## src/rtl/ctrl_pkg.sv

```systemverilog
// Shared encodings for the pipelined control path: opcodes, result/immediate selects,
// ALU operation codes and the per-stage control bundles.
package ctrl_pkg;

    localparam logic [6:0] OP_LOAD   = 7'b0000011;
    localparam logic [6:0] OP_STORE  = 7'b0100011;
    localparam logic [6:0] OP_RTYPE  = 7'b0110011;
    localparam logic [6:0] OP_IALU   = 7'b0010011;
    localparam logic [6:0] OP_BRANCH = 7'b1100011;
    localparam logic [6:0] OP_JAL    = 7'b1101111;

    localparam logic [1:0] RES_ALU = 2'b00;
    localparam logic [1:0] RES_MEM = 2'b01;
    localparam logic [1:0] RES_PC4 = 2'b10;

    localparam logic [1:0] IMM_I = 2'b00;
    localparam logic [1:0] IMM_S = 2'b01;
    localparam logic [1:0] IMM_B = 2'b10;
    localparam logic [1:0] IMM_J = 2'b11;

    // Full 4-bit codes; the base subset uses the same values in 3 bits.
    localparam logic [3:0] ALU_ADD  = 4'b0000;
    localparam logic [3:0] ALU_SUB  = 4'b0001;
    localparam logic [3:0] ALU_AND  = 4'b0010;
    localparam logic [3:0] ALU_OR   = 4'b0011;
    localparam logic [3:0] ALU_XOR  = 4'b0100;
    localparam logic [3:0] ALU_SLT  = 4'b0101;
    localparam logic [3:0] ALU_SLL  = 4'b0110;
    localparam logic [3:0] ALU_SRL  = 4'b0111;
    localparam logic [3:0] ALU_SRA  = 4'b1000;
    localparam logic [3:0] ALU_SLTU = 4'b1001;

    typedef enum logic [1:0] {
        ALUOP_ADD   = 2'b00,
        ALUOP_SUB   = 2'b01,
        ALUOP_FUNCT = 2'b10
    } aluop_e;

    typedef struct packed {
        logic       reg_write;
        logic       mem_write;
        logic       jump;
        logic       branch;
        logic       alu_src;
        logic [1:0] result_src;
    } ectl_t;

    typedef struct packed {
        logic       reg_write;
        logic       mem_write;
        logic [1:0] result_src;
        logic [2:0] funct;
    } mctl_t;

    typedef struct packed {
        logic       reg_write;
        logic [1:0] result_src;
    } wctl_t;

endpackage

```

## src/rtl/ctrl_decode.sv

```systemverilog
// Combinational D-stage decoder: opcode/funct fields to control bundle and ALU code.
// Ports: op, funct3, funct7b5 in; ctl, alu_ctrl, funct, imm_src, illegal out.
module ctrl_decode
    import ctrl_pkg::*;
#(
    parameter int ALUCTRL_W = 3
) (
    input  logic [6:0]           op,
    input  logic [2:0]           funct3,
    input  logic                 funct7b5,
    output ectl_t                ctl,
    output logic [ALUCTRL_W-1:0] alu_ctrl,
    output logic [2:0]           funct,
    output logic [1:0]           imm_src,
    output logic                 illegal
);

    aluop_e     aluop;
    logic [3:0] alu_full;

    always_comb begin
        ctl     = '0;
        aluop   = ALUOP_ADD;
        imm_src = IMM_I;
        illegal = 1'b0;
        case (op)
            OP_LOAD: begin
                ctl.reg_write  = 1'b1;
                ctl.alu_src    = 1'b1;
                ctl.result_src = RES_MEM;
            end
            OP_STORE: begin
                ctl.mem_write = 1'b1;
                ctl.alu_src   = 1'b1;
                imm_src       = IMM_S;
            end
            OP_RTYPE: begin
                ctl.reg_write = 1'b1;
                aluop         = ALUOP_FUNCT;
            end
            OP_IALU: begin
                ctl.reg_write = 1'b1;
                ctl.alu_src   = 1'b1;
                aluop         = ALUOP_FUNCT;
            end
            OP_BRANCH: begin
                ctl.branch = 1'b1;
                aluop      = ALUOP_SUB;
                imm_src    = IMM_B;
            end
            OP_JAL: begin
                ctl.reg_write  = 1'b1;
                ctl.jump       = 1'b1;
                ctl.result_src = RES_PC4;
                imm_src        = IMM_J;
            end
            default: illegal = 1'b1;
        endcase
    end

    assign funct = illegal ? 3'b000 : funct3;

    always_comb begin
        alu_full = ALU_ADD;
        case (aluop)
            ALUOP_SUB: alu_full = ALU_SUB;
            ALUOP_FUNCT: begin
                case (funct3)
                    3'b000: begin
                        // bit 30 means sub only for register-register ops
                        if (op == OP_RTYPE && funct7b5)
                            alu_full = ALU_SUB;
                        else
                            alu_full = ALU_ADD;
                    end
                    3'b001: alu_full = ALU_SLL;
                    3'b010: alu_full = ALU_SLT;
                    3'b011: alu_full = ALU_SLTU;
                    3'b100: alu_full = ALU_XOR;
                    3'b101: alu_full = funct7b5 ? ALU_SRA : ALU_SRL;
                    3'b110: alu_full = ALU_OR;
                    default: alu_full = ALU_AND;
                endcase
            end
            default: alu_full = ALU_ADD;
        endcase
    end

    generate
        if (ALUCTRL_W == 4) begin : g_full
            assign alu_ctrl = alu_full[ALUCTRL_W-1:0];
        end else begin : g_base
            // Operations outside the base ALU fall back to add.
            logic base_op;
            assign base_op = alu_full inside
                {ALU_ADD, ALU_SUB, ALU_AND, ALU_OR, ALU_SLT};
            assign alu_ctrl = base_op ? alu_full[ALUCTRL_W-1:0] : '0;
        end
    endgenerate

endmodule

```

## src/rtl/ctrl_pipe.sv

```systemverilog
// Pipelined control path: decoded D controls flow through E, M, W stage registers.
// Ports: clk, reset, op/funct3/funct7b5 (D), stallE/flushE/flushM, takenE in;
//   ImmSrcD, illegalD, E/M/W controls, PCSrcE, perf_flush_cnt/perf_stall_cnt out.
// Macro CTRL_PIPE_PERF_EN enables the saturating flush/stall counters.
module ctrl_pipe
    import ctrl_pkg::*;
#(
    parameter int ALUCTRL_W = 3,
    parameter int PERF_W    = 16
) (
    input  logic                 clk,
    input  logic                 reset,
    input  logic [6:0]           op,
    input  logic [2:0]           funct3,
    input  logic                 funct7b5,
    input  logic                 stallE,
    input  logic                 flushE,
    input  logic                 flushM,
    input  logic                 takenE,
    output logic [1:0]           ImmSrcD,
    output logic                 illegalD,
    output logic                 RegWriteE,
    output logic                 MemWriteE,
    output logic                 JumpE,
    output logic                 BranchE,
    output logic                 ALUSrcE,
    output logic [1:0]           ResultSrcE,
    output logic [ALUCTRL_W-1:0] ALUControlE,
    output logic [2:0]           functE,
    output logic                 PCSrcE,
    output logic                 RegWriteM,
    output logic                 MemWriteM,
    output logic [1:0]           ResultSrcM,
    output logic [2:0]           functM,
    output logic                 RegWriteW,
    output logic [1:0]           ResultSrcW,
    output logic [PERF_W-1:0]    perf_flush_cnt,
    output logic [PERF_W-1:0]    perf_stall_cnt
);

    ectl_t                ctl_d;
    logic [ALUCTRL_W-1:0] alu_d;
    logic [2:0]           funct_d;

    ectl_t                e_q;
    logic [ALUCTRL_W-1:0] alu_e;
    logic [2:0]           funct_e;
    mctl_t                m_q;
    wctl_t                w_q;

    ctrl_decode #(
        .ALUCTRL_W(ALUCTRL_W)
    ) u_dec (
        .op      (op),
        .funct3  (funct3),
        .funct7b5(funct7b5),
        .ctl     (ctl_d),
        .alu_ctrl(alu_d),
        .funct   (funct_d),
        .imm_src (ImmSrcD),
        .illegal (illegalD)
    );

    always_ff @(posedge clk or posedge reset) begin
        if (reset) begin
            e_q     <= '0;
            alu_e   <= '0;
            funct_e <= '0;
            m_q     <= '0;
            w_q     <= '0;
        end else begin
            if (flushE) begin
                e_q     <= '0;
                alu_e   <= '0;
                funct_e <= '0;
            end else if (!stallE) begin
                e_q     <= ctl_d;
                alu_e   <= alu_d;
                funct_e <= funct_d;
            end
            // A held E instruction must not also advance into M.
            if (stallE || flushM)
                m_q <= '0;
            else
                m_q <= '{e_q.reg_write, e_q.mem_write,
                         e_q.result_src, funct_e};
            w_q <= '{m_q.reg_write, m_q.result_src};
        end
    end

    assign RegWriteE   = e_q.reg_write;
    assign MemWriteE   = e_q.mem_write;
    assign JumpE       = e_q.jump;
    assign BranchE     = e_q.branch;
    assign ALUSrcE     = e_q.alu_src;
    assign ResultSrcE  = e_q.result_src;
    assign ALUControlE = alu_e;
    assign functE      = funct_e;
    assign PCSrcE      = e_q.jump | (e_q.branch & takenE);

    assign RegWriteM  = m_q.reg_write;
    assign MemWriteM  = m_q.mem_write;
    assign ResultSrcM = m_q.result_src;
    assign functM     = m_q.funct;

    assign RegWriteW  = w_q.reg_write;
    assign ResultSrcW = w_q.result_src;

`ifdef CTRL_PIPE_PERF_EN
    logic [PERF_W-1:0] flush_cnt;
    logic [PERF_W-1:0] stall_cnt;

    always_ff @(posedge clk or posedge reset) begin
        if (reset) begin
            flush_cnt <= '0;
            stall_cnt <= '0;
        end else begin
            if (flushE && !(&flush_cnt))
                flush_cnt <= flush_cnt + 1'b1;
            // A flush overrides a stall, so that edge is not a stall.
            if (stallE && !flushE && !(&stall_cnt))
                stall_cnt <= stall_cnt + 1'b1;
        end
    end

    assign perf_flush_cnt = flush_cnt;
    assign perf_stall_cnt = stall_cnt;
`else
    assign perf_flush_cnt = '0;
    assign perf_stall_cnt = '0;
`endif

endmodule

```

## config.mk

```make
export PLATFORM = sky130hd
export DESIGN_NAME = ctrl_pipe
export DESIGN_NICKNAME = d
export VERILOG_FILES = /design/src/rtl/ctrl_pkg.sv /design/src/rtl/ctrl_decode.sv /design/src/rtl/ctrl_pipe.sv
export SDC_FILE = /design/constraint.sdc
export NUM_CORES = 1
export LEC_CHECK = 0
export ABC_AREA = 1
export CELL_PAD_IN_SITES_DETAIL_PLACEMENT = 1
export CELL_PAD_IN_SITES_GLOBAL_PLACEMENT = 2
export CORE_MARGIN = 2
export CORE_UTILIZATION = 20
export DETAILED_ROUTE_END_ITERATION = 8
export GPL_ROUTABILITY_DRIVEN = 0
export HOLD_SLACK_MARGIN = 0.12
export PLACE_DENSITY = 0.77
export SLEW_MARGIN = 20
export SYNTH_ARGS = -nofsm -noshare
export SYNTH_HDL_FRONTEND = slang
export SYNTH_HIERARCHICAL = 1
export SYNTH_SLANG_ARGS = --single-unit
```

## constraint.sdc

```tcl
create_clock -name clk -period 1.2 [get_ports clk]
set_clock_uncertainty 0.05 [all_clocks]
set_input_delay 0.24 -clock clk [delete_from_list [all_inputs] [get_ports clk]]
set_output_delay 0.24 -clock clk [all_outputs]
set_load 0.01 [all_outputs]
```

Word level (Yosys, flattened, before mapping)
Index checks and enable logic that the tools add are counted.
{ "totals": {"ff_bits": 23, "inputBits": 17, "out_inout_bits": 59, "elab_cells": 66} }
{ "classes": {"n_eq_ne": 19, "mux": 22, "bitwise_logic": 2, "reduce_logical": 9} }
{ "ops": {"columns": ["op", "count"], "rows": [
  ["$pmux 4 s7", 1],
  ["$mux 7", 3],
  ["$mux 3", 6],
  ["$eq 7x6->1 const B", 2],
  ["$eq 7x7->1 const B", 2],
  ["$eq 3x3->1 const B", 3],
  ["$eq 4x2->1 const B", 2],
  ["$pmux 2 s2", 2],
  ["$pmux 4 s2", 1],
  ["$eq 7x2->1 const B", 1],
  ["$eq 7x5->1 const B", 1],
  ["$mux 1", 7],
  ["$eq 3x2->1 const B", 2],
  ["$pmux 2 s3", 1],
  ["$reduce_or 6->1", 1],
  ["$reduce_bool 5->1", 1],
  ["$eq 4x1->1 const B", 1],
  ["$eq 4x3->1 const B", 1],
  ["$logic_not 4->1", 1],
  ["$mux 4", 1],
  ["$reduce_or 4->1", 1],
  ["$eq 3x1->1 const B", 1],
  ["$logic_not 3->1", 1],
  ["$reduce_or 3->1", 1],
  ["8 further kinds", 8]
]} }

Longest topological paths before layout
Gate-level depths: netlist of run 1.
{ "logic_depth": {"depth_word": 10, "ltp_mapped": 16, "ltp_nobuf": 16} }

Modules after synthesis
Netlist of run 1, hierarchy kept.
{ "by_module_without_submodules": {"columns": ["module", "n_inst", "cells_per_inst", "area_each_um2", "seq_area_each_um2"], "rows": [
  ["ctrl_pipe", 1, 119, 1106.1, 575.6],
  ["ctrl_decode", 1, 80, 371.6, 0.0]
]} }

Least setup slack after synthesis of run 1
Ideal clock, no wire load.
{ "synth_path": {"path_type": "input to register", "from": "input port op[3]", "to": "register alu_e[1] (netlist: ALUControlE[1])", "setup_ns": 0.065, "arrival_ns": 1.633, "required_time_ns": 1.085, "slack_ns": -0.548, "path_stages": 15, "path_buffers": 0, "path_cell_list": "nor2_1 nand2_1 nor2_1 inv_1 nor2_1 ha_1 inv_1 nand3_1 inv_1 nand2_1 inv_1 nand3_2 a21oi_1 nand2_1 nand2_1"} }
{ "synth_via": {"elab_chain_cells": 10, "elab_cells_between_ends": 20, "classes_between": "9 x eq/ne; 7 x mux; 4 x reduce/logical"} }
{ "synth_lines": {"columns": ["element", "line_no", "source"], "rows": [
  ["start, declared", "ctrl_pipe.sv:13", "input logic [6:0] op,"],
  ["$eq 7x5->1 / $eq 7x6->1 (equally long branches)", "ctrl_decode.sv:26, ctrl_decode.sv:71", null],
  ["$reduce_or 2->1 (no source line) / $logic_and 1x1->1 (equally long branches)", null, null],
  ["$pmux 2 s2 / $mux 1 (equally long branches)", "ctrl_decode.sv:26, ctrl_decode.sv:71", null],
  ["$eq 2x2->1 (tied with other cells)", "ctrl_decode.sv:65", "case (aluop)"],
  ["$pmux 4 s2 *", "ctrl_decode.sv:65", null],
  ["$eq 4x1->1 (tied with other cells)", "ctrl_decode.sv:95", "assign base_op = alu_full inside"],
  ["$reduce_bool 5->1", "ctrl_decode.sv:95", null],
  ["$mux 3 *", "ctrl_decode.sv:97", "assign alu_ctrl = base_op ? alu_full[ALUCTRL_W-1:0] : '0;"],
  ["named net alu_d[1]", "ctrl_pipe.sv:42", "logic [ALUCTRL_W-1:0] alu_d;"],
  ["$mux 3 *", "ctrl_pipe.sv:76", "end else if (!stallE) begin"],
  ["$mux 3 *", "ctrl_pipe.sv:72", "if (flushE) begin"],
  ["end signal, assigned", "ctrl_pipe.sv:78", "alu_e <= alu_d;"],
  ["end, declared", "ctrl_pipe.sv:46", "logic [ALUCTRL_W-1:0] alu_e;"]
]} }
Mark *: on every way through the listed nets, which the timed path passes. The rest lies on a longest branch. The select of a mux whose other input is x is not followed.
A chain may end at the register's enable or synchronous reset.

Final worst setup path of run 1
Same ends and word-level chain as after synthesis.

==> impl_metrics.py, run 1 <==
metrics = {
    "critical_path": {
        "criticalPathCategory": "in2reg",
        "r2r_cells": 3,
        "cp.arrival_ns": 1.72,
        "critical_path.max_fanout": 3,
        "critPathLaunchType": "input port",
        "reg2reg_slack_ns": 0.39,
        "cp-end-kind": "register",
        "required_ns": 1.35,
    },
    "cts": {
        "cts.sink_count": 23,
        "clock_latency_ns": 0.26,
        "cts_buffers": 3,
        "cts_tree": "built",
        "hold_buffers": 0,
        "cts.reportedPaths.clkPinSlew_ns": 0.08,
        "clk_path_buf_depth": 2,
        "cts_root_buf": "clkbuf_8",
        "htree_levels": 1,
    },
    "routing": {
        "postRouteAntennaNets": 0,
        "routedWlPerCell_um": 10.3,
        "vias": 1414,
        "dr.pass1.iters": 4,
        "avgViaCountPerCell": 3.68,
        "route.detailed.drc": 0,
        "drtIter0Drc": 13,
        "drt_wl_total_mm": 3.95,
    },
    "layout": {
        "fin_util": 0.324,
        "postLayoutCellArea_mm2": 0.00234,
        "insertedDiodeCount": 0,
        "syn_to_final_growth_pct": 58.3,
        "finalNetCount": 305,
        "drive_above_1_share": 0.396,
    },
    "yosys": {
        "yosys.area.top_type": "dfrtp_1",
        "ys_ff_latch": 23,
        "yosysWarnings": 6,
        "synth_top_area_share": 0.390,
        "synthArstFlopShare": 1.00,
        "ys_seq_area_frac": 0.390,
        "syn_inst": 199,
        "yosys-top-cells-area": "dfrtp_1 (39%), buf_4 (17%), nand2_1 (12%)",
        "ys_types": 20,
        "synth_most_common_cell": "nand2_1",
        "synth_ff_type": "dfrtp_1",
        "synthTopCellsByCount": "nand2_1 (47), buf_4 (34), inv_1 (27)",
        "syn_avg_cell_area_um2": 7.43,
        "netlist_area_mm2": 0.00148,
        "synth_enable_flop_cells": 0,
    },
    "floorplan": {
        "boundaryPins": 76,
        "start_util": 0.205,
        "chipWidth_um": 90.0,
        "rows": 31,
        "fp.coreArea_mm2": 0.00721,
        "die_h_um": 90.0,
        "die_area_mm2": 0.00809,
    },
    "outcome": {
        "violations": "negative setup slack",
        "status": "finished, violations left",
    },
    "sta": {
        "report.final.slew_viol_count": 0,
        "finalSetupTns_ns": -2.59,
        "rsz0062_at_grt": "yes",
        "fin_crit_sh": 1.31,
        "max_freq_mhz": 639,
        "timing.final.ws_setup_ns": -0.366,
        "holdWs_ns": 0.258,
        "min_period_ns": 1.57,
        "setup_viol": 12,
        "hold_viol": 0,
    },
    "grt": {
        "grt_use_total": 0.0964,
        "grt_use_met1": 0.107,
        "antenna_found_initial": 0,
        "grt_util_met3": 0.0142,
        "grt_pass1_vias": 1443,
        "busiest_layer": "met2",
        "overflow": 0,
        "grt_use_met2": 0.191,
        "grt_pass1_wl_mm": 6.64,
        "grt_max_degree": 24,
    },
    "placement": {
        "portBuffers": 43,
        "dp_slack_ns": -1.12,
        "hpwl_mm": 2.93,
        "place_area_mm2": 0.00213,
    },
    "worst_hold_path": {
        "worstHoldPathType": "in2async",
    },
    "pwr": {
        "p_leak_nw": 1.32,
        "vdd_drop_max_mv": 0.301,
        "p_per_area_mw_per_mm2": 669,
    },
    "job": {
        "cap_violations": 0,
    },
}
[final timing paths]
path	startpoint	to
setup / recovery	op[3]	ALUControlE[1]
hold / removal	reset	ResultSrcW[0]
setup reg to reg	ResultSrcE[0]	ResultSrcE[0]
hold reg to reg	ResultSrcM[0]	ResultSrcW[0]
max in group asynchronous	reset	ALUSrcE
min in group clk	op[4]	ALUSrcE
[placed cells by master, fill, tap and decap left out, types with 2 or more instances in the layout]
cell type,count
o21ai_2,2
clkbuf_2,12
nand2_1,39
buf_2,6
inv_2,9
dlygate4sd2_1,3
buf_8,2
buf_6,8
nor2_1,14
buf_4,40
clkdlybuf4s15_1,9
buf_12,2
nand2_4,3
inv_4,2
clkdlybuf4s50_1,5
dfrtp_1,23
nand3_1,18
conb_1,32
nand2_2,8
a21oi_2,3
clkbuf_8,3
nor2_4,9
inv_1,21
[per-layer routing]
| layer | routed length, um | share of wire | vias to the layer above |
|---|---|---|---|
| li1 | - | - | 704 |
| met1 | 1510 | 0.38 | 651 |
| met2 | 2170 | 0.55 | 50 |
| met3 | 198 | 0.050 | 9 |
| met4 | 74 | 0.019 | 0 |
| met5 | 0 | 0 | - |
[worst max-delay path: stages]
cell and delay (ns):
buf_8 0.10, nor2_4 0.11, nand2_4 0.06, nor2_4 0.13, inv_2 0.06, nor2_4 0.14
ha_4 0.22, inv_2 0.05, nand3_2 0.06, inv_2 0.07, nand2_2 0.06, nand2_4 0.07
nand3_4 0.09, a21oi_2 0.14, nand2_1 0.06, nand2_1 0.05
[cell type report]
class / instances / area [um^2]
clock buffers: 4 / 45.0
fillers: 907 / 4870
inverters: 32 / 125
multi-input cells: 138 / 741
flip-flops and latches: 23 / 576
well taps: 99 / 124
repair buffers: 88 / 729
[registers in the layout, indices dropped and copies added (netlist names)]
signal,cells
ALUControlE,3
ALUSrcE,1
BranchE,1
JumpE,1
MemWriteE,1
MemWriteM,1
RegWriteE,1
RegWriteM,1
RegWriteW,1
ResultSrcE,2
ResultSrcM,2
ResultSrcW,2
functE,3
functM,3
[repair_timing]
action | in CTS | in global routing
hold endpoints to repair | 0 | 0
gates cloned | 0 | 0
gates resized for setup | 121 | 32
setup endpoints to repair | 40 | 31
pin swaps | 15 | 13
buffers inserted | 13 | 5
[kinds of logic (layout without fill, tap and decap cells)]
| kind of cell | Yosys count | in the layout | share of synthesized area |
|---|---|---|---|
| other | 1 | 32 | 0.00254 |
| adder cells (fa/ha/maj) | 2 | 2 | 0.0169 |
| buffers and inverters | 69 | 124 | 0.277 |
| AND/OR/NAND/NOR | 95 | 95 | 0.280 |
| flip-flops | 23 | 23 | 0.389 |
| AO/OA/AOI/OAI | 9 | 9 | 0.0339 |
[power breakdown]
part | total, W | internal (W) | leakage (nW) | switching, W
Clock | 0.000472 | 0.000237 | 0.0228 | 0.000235
Sequential | 0.000778 | 0.000776 | 0.321 | 0.00000117
Combinational | 0.000316 | 0.000134 | 0.973 | 0.000182
[through the flow]
| stage | std cells | power [W] |
|---|---|---|
| 2_1_floorplan | 230 | 0.00101 |
| 3_3_place_gp | 363 | 0.00108 |
| 3_5_place_dp | 363 | 0.00108 |
| 4_1_cts | 379 | 0.00156 |
| 5_1_grt | 384 | 0.00166 |
| 6_report | 384 | 0.00157 |
Power figures use the tool's default switching activity.
==> run 2: changes to the inputs <==
--- a/config.mk
+++ b/config.mk
@@ -5,15 +5,14 @@
 export SDC_FILE = /design/constraint.sdc
 export NUM_CORES = 1
 export LEC_CHECK = 0
-export ABC_AREA = 1
 export CELL_PAD_IN_SITES_DETAIL_PLACEMENT = 1
 export CELL_PAD_IN_SITES_GLOBAL_PLACEMENT = 2
 export CORE_MARGIN = 2
-export CORE_UTILIZATION = 20
+export CORE_UTILIZATION = 22
 export DETAILED_ROUTE_END_ITERATION = 8
 export GPL_ROUTABILITY_DRIVEN = 0
 export HOLD_SLACK_MARGIN = 0.12
-export PLACE_DENSITY = 0.77
+export PLACE_DENSITY = 0.8
 export SLEW_MARGIN = 20
 export SYNTH_ARGS = -nofsm -noshare
 export SYNTH_HDL_FRONTEND = slang
==> impl_metrics.py, run 2 <==
metrics = {
    "floorplan": {
        "chipWidth_um": 83.7,
        "die_h_um": 83.7,
        "boundaryPins": 76,
        "die_area_mm2": 0.00700,
        "rows": 29,
        "start_util": 0.224,
        "fp.coreArea_mm2": 0.00624,
    },
    "grt": {
        "overflow": 0,
        "grt_pass1_vias": 1235,
        "grt_pass1_wl_mm": 5.95,
        "antenna_found_initial": 0,
        "grt_max_degree": 24,
        "grt_use_total": 0.103,
    },
    "cts": {
        "cts_buffers": 3,
        "clk_path_buf_depth": 2,
        "cts.sink_count": 23,
        "htree_levels": 1,
        "hold_buffers": 0,
        "clock_latency_ns": 0.26,
        "cts_root_buf": "clkbuf_8",
        "cts_tree": "built",
        "cts.reportedPaths.clkPinSlew_ns": 0.08,
    },
    "routing": {
        "drtIter0Drc": 7,
        "avgViaCountPerCell": 3.95,
        "route.detailed.drc": 0,
        "dr.pass1.iters": 3,
        "postRouteAntennaNets": 0,
        "vias": 1164,
        "drt_wl_total_mm": 3.45,
        "routedWlPerCell_um": 11.7,
    },
    "yosys": {
        "synth_most_common_cell": "buf_4",
        "yosys.area.top_type": "dfrtp_1",
        "synthArstFlopShare": 1.00,
        "netlist_area_mm2": 0.00140,
        "ys_ff_latch": 23,
        "syn_avg_cell_area_um2": 9.76,
        "syn_inst": 143,
        "synth_ff_type": "dfrtp_1",
        "synth_enable_flop_cells": 0,
        "ys_types": 33,
        "ys_seq_area_frac": 0.412,
        "synth_top_area_share": 0.412,
        "yosysWarnings": 6,
        "synthTopCellsByCount": "buf_4 (33), dfrtp_1 (23), nor2_1 (16)",
        "yosys-top-cells-area": "dfrtp_1 (41%), buf_4 (18%), mux2i_1 (9.3%)",
    },
    "critical_path": {
        "required_ns": 1.32,
        "cp-end-kind": "register",
        "criticalPathCategory": "in2reg",
        "critPathLaunchType": "input port",
        "critical_path.max_fanout": 2,
        "cp.arrival_ns": 1.73,
    },
    "outcome": {
        "status": "finished, violations left",
        "violations": "negative setup slack",
    },
    "sta": {
        "rsz0062_at_grt": "yes",
        "max_freq_mhz": 619,
        "min_period_ns": 1.61,
        "timing.final.ws_setup_ns": -0.415,
        "report.final.slew_viol_count": 0,
        "fin_crit_sh": 1.35,
        "setup_viol": 13,
        "hold_viol": 0,
    },
    "layout": {
        "finalNetCount": 238,
        "drive_above_1_share": 0.468,
        "final_common_cell": "conb_1",
        "finalNonFillerCells": 295,
        "insertedDiodeCount": 0,
        "syn_to_final_growth_pct": 59.9,
        "fin_util": 0.358,
        "final_cell_mix": "conb_1 (32), buf_4 (27), dfrtp_1 (23)",
    },
    "job": {
        "cap_violations": 0,
    },
    "placement": {
        "placed_cells": 285,
        "hpwl_mm": 2.60,
        "portBuffers": 43,
    },
    "pwr": {
        "combPwrFrac": 0.209,
        "p_leak_nw": 1.14,
        "seq_power_share": 0.487,
        "p_sw_frac": 0.265,
        "p_per_area_mw_per_mm2": 715,
        "internal_power_w": 0.00117,
        "vdd_drop_max_mv": 0.475,
        "pwr-share-clk": 0.304,
        "switchingPower_w": 0.000423,
    },
    "worst_hold_path": {
        "worstHoldPathType": "in2async",
    },
}
## run 2: cell types whose count changed after synthesis, moves of 5 or more
cell	before	now
and2_1	0	8
inv_1	27	5
inv_2	5	0
mux2i_1	0	13
nand2_1	47	6
nand3_1	19	2
## run 2: repair_timing
action / 4_1_cts / 5_1_grt
setup endpoints to repair: 40 / 28
pin swaps: 22 / 18
resized for setup: 161 / 25
setup buffers: 7 / 5
## run 2: final timing paths
kind                                from             end  slack, ns  cells past startpoint
max                                op[2]  ALUControlE[2]      -0.41                      8
min                                reset       functM[0]       0.25                      3
max reg2reg                    functE[2]       functE[2]       0.19                      4
min reg2reg                ResultSrcM[1]   ResultSrcW[1]       0.33                      0
max in group asynchronous          reset   ResultSrcW[1]       0.71                      3
min in group clk           ResultSrcM[1]   ResultSrcW[1]       0.33                      0
## run 2: cell families (layout without fill, tap and decap cells)
family | count (synthesis) | in the layout | synth area share
XOR/XNOR | 2 | 2 | 0.0125
flip-flops | 23 | 23 | 0.412
multiplexers | 13 | 13 | 0.0932
adder cells (fa/ha/maj) | 2 | 2 | 0.0179
AND/OR/NAND/NOR | 44 | 44 | 0.162
other | 1 | 32 | 0.00269
buffers and inverters | 43 | 87 | 0.227
AO/OA/AOI/OAI | 15 | 15 | 0.0726
## run 2: power groups by stage
| stage | clock network (W) | logic [W] | registers (W) |
|---|---|---|---|
| after CTS | 0.000499 | 0.000331 | 0.000778 |
| after global placement | 0 | 0.000274 | 0.000793 |
| after floorplan | 0 | 0.000213 | 0.000794 |
| final | 0.000485 | 0.000333 | 0.000778 |
| after detailed placement | 0 | 0.000280 | 0.000793 |
| after global routing | 0.000540 | 0.000361 | 0.000778 |
## run 2: area by class of cell
class                   instances  area (um^2)
fillers                       708         4010
multi-input cells             108          825
repair buffers                 78          669
flip-flops and latches         23          576
well taps                      77         96.3
clock buffers                   4         45.0
inverters                       5         21.3
## run 2: metrics by stage
step	TNS, ns	hold WS, ns	worst slack (ns)	total power (W)	area [um^2]
after floorplan	-1.86	0.192	-0.500	0.00101	1540
after global placement	-14.01	0.311	-1.08	0.00107	2010
after detailed placement	-14.72	0.314	-1.15	0.00107	2010
after CTS	-1.79	0.250	-0.477	0.00161	2270
after global routing	-3.08	0.265	-0.459	0.00168	2230
final	-2.50	0.248	-0.415	0.00160	2230
## run 2: worst max-delay path, stage by stage
cell and delay, ns:
buf_6 0.09, nand4bb_4 0.21, or3_4 0.38, ha_4 0.19
a311oi_4 0.30, a211oi_2 0.11, mux2i_1 0.14, nor2_1 0.06
## run 2: layer usage
| layer | vias to the layer above | wire length [um] | GRT usage |
|---|---|---|---|
| met1 | 553 | 1390 | 0.118 |
| met3 | 5 | 205 | 0.0138 |
| met5 | - | 0 | 0 |
| met2 | 51 | 1800 | 0.193 |
| met4 | 0 | 56 | 0.0396 |
| li1 | 555 | - | - |
==> run 3: changes to the inputs <==
--- a/config.mk
+++ b/config.mk
@@ -8,11 +8,12 @@
 export CELL_PAD_IN_SITES_DETAIL_PLACEMENT = 1
 export CELL_PAD_IN_SITES_GLOBAL_PLACEMENT = 2
 export CORE_MARGIN = 2
-export CORE_UTILIZATION = 22
+export CORE_UTILIZATION = 34
 export DETAILED_ROUTE_END_ITERATION = 8
+export DONT_BUFFER_PORTS = 1
 export GPL_ROUTABILITY_DRIVEN = 0
 export HOLD_SLACK_MARGIN = 0.12
-export PLACE_DENSITY = 0.8
+export PLACE_DENSITY = 0.75
 export SLEW_MARGIN = 20
 export SYNTH_ARGS = -nofsm -noshare
 export SYNTH_HDL_FRONTEND = slang
==> impl_metrics.py, run 3 (synthesis results as in run 2) <==
metrics = {
    "outcome": {
        "status": "finished, violations left",
        "violations": "negative hold slack, negative setup slack",
    },
    "critical_path": {
        "cp-end-kind": "register",
        "critPathLaunchType": "input port",
        "slowest_stage": "or3_4",
        "cp_cell_sequence": "nand4bb_4 -> or3_4 -> inv_4 -> ha_4 -> a21bo_4 -> a21oi_4 -> a211oi_2 -> mux2i_1 -> nor2_1",
        "max_stage_delay_ns": 0.37,
        "cp.arrival_ns": 1.68,
        "critical_path.max_fanout": 5,
        "required_ns": 1.31,
        "criticalPathCategory": "in2reg",
    },
    "sta": {
        "report.final.slew_viol_count": 0,
        "setup_viol": 12,
        "fin_crit_sh": 1.31,
        "holdWs_ns": -0.0233,
        "min_period_ns": 1.57,
        "timing.final.ws_setup_ns": -0.370,
        "max_freq_mhz": 637,
        "finalSetupTns_ns": -1.84,
        "hold_viol": 13,
        "rsz0062_at_grt": "yes",
    },
    "routing": {
        "vias": 928,
        "routedWlPerCell_um": 16.2,
        "postRouteAntennaNets": 0,
        "drt_wl_total_mm": 3.26,
        "drtIter0Drc": 20,
        "avgViaCountPerCell": 4.62,
        "route.detailed.drc": 0,
        "dr.pass1.iters": 4,
    },
    "placement": {
        "hpwl_mm": 2.40,
        "portBuffers": 0,
        "placed_cells": 194,
        "place_area_mm2": 0.00136,
        "dp_slack_ns": -0.654,
    },
    "layout": {
        "n_fill_cell": 450,
        "insertedDiodeCount": 0,
        "drive_above_1_share": 0.291,
        "finalNetCount": 171,
        "final_common_cell": "conb_1",
        "finalNonFillerCells": 201,
        "syn_to_final_growth_pct": 15.5,
        "final_cell_mix": "conb_1 (32), dfrtp_1 (23), nor2_1 (15)",
        "postLayoutCellArea_mm2": 0.00161,
    },
    "job": {
        "cap_violations": 0,
    },
    "cts": {
        "hold_buffers": 1,
        "clk_path_buf_depth": 2,
        "cts.reportedPaths.clkPinSlew_ns": 0.08,
        "htree_levels": 1,
        "cts_buffers": 3,
        "cts_tree": "built",
        "clock_latency_ns": 0.26,
        "cts_root_buf": "clkbuf_8",
        "cts.sink_count": 23,
    },
    "floorplan": {
        "boundaryPins": 76,
        "fp.coreArea_mm2": 0.00397,
        "die_h_um": 68.1,
        "chipWidth_um": 68.1,
        "start_util": 0.352,
        "rows": 23,
        "die_area_mm2": 0.00464,
    },
    "pwr": {
        "p_per_area_mw_per_mm2": 878,
        "vdd_drop_max_mv": 0.353,
        "total_power_w": 0.00142,
        "p_leak_nw": 0.780,
    },
    "grt": {
        "grt_max_degree": 15,
        "grt_pass1_vias": 1025,
        "antenna_found_initial": 0,
        "busiest_layer": "met2",
        "grt_use_met2": 0.289,
        "grt_use_met1": 0.151,
        "grt_pass1_wl_mm": 5.09,
        "grt_util_met3": 0.0329,
        "overflow": 0,
        "grt_use_total": 0.151,
    },
    "worst_hold_path": {
        "worstHoldPathType": "in2reg",
    },
}
[run 3: worst paths after layout]
path / from / to / slack, ns / cells past startpoint
setup reg to reg: functE[2] / functE[2] / 0.36 / 2
min in group asynchronous: reset / functM[0] / 0.32 / 2
hold reg to reg: RegWriteM / RegWriteW / 0.40 / 0
hold / removal: flushE / ALUControlE[0] / -0.02 / 1
max in group asynchronous: reset / ALUSrcE / 0.27 / 3
setup / recovery: op[3] / ALUControlE[0] / -0.37 / 9
[run 3: what timing repair did]
| item | 4_1_cts | 5_1_grt |
|---|---|---|
| setup endpoints to repair | 6 | 14 |
| hold endpoints to repair | 22 | 13 |
| setup buffers | 2 | 0 |
| gates resized for setup | 23 | 14 |
| pin swaps | 8 | 6 |
[run 3: worst max-delay path: cells and delay by family]
family,cells,cell delay (ns)
simple gates,3,0.65
compound gates,3,0.44
mux,1,0.16
fa+ha+maj,1,0.12
buf+inv,1,0.07
[run 3: area by class of cell]
class	instances	area, um^2	area share
clock buffers	4	45.0	0.0279
multi-input cells	108	812	0.503
repair buffers	11	96.3	0.0597
inverters	5	21.3	0.0132
well taps	50	62.6	0.0388
flip-flops and latches	23	576	0.357
[run 3: layer usage]
| metal | share of wire | vias to the layer above |
|---|---|---|
| met2 | 0.55 | 43 |
| met3 | 0.082 | 4 |
| met4 | 0.017 | 0 |
| met5 | 0 | - |
| met1 | 0.36 | 457 |
| li1 | - | 424 |
[run 3: power breakdown]
| part | internal (W) | leakage, nW | total, W | switching [W] |
|---|---|---|---|---|
| Clock | 0.000237 | 0.0228 | 0.000470 | 0.000233 |
| Sequential | 0.000777 | 0.321 | 0.000780 | 0.00000302 |
| Combinational | 0.0000606 | 0.436 | 0.000166 | 0.000105 |
| Total | 0.00107 | 0.780 | 0.00142 | 0.000341 |
[run 3: stage by stage]
stage | hold slack [ns] | utilization
after floorplan | 0.192 | -
after global placement | 0.0488 | 0.341
after detailed placement | 0.0596 | 0.341
after CTS | -0.0215 | 0.388
after global routing | -0.0331 | 0.406
final | -0.0233 | 0.406
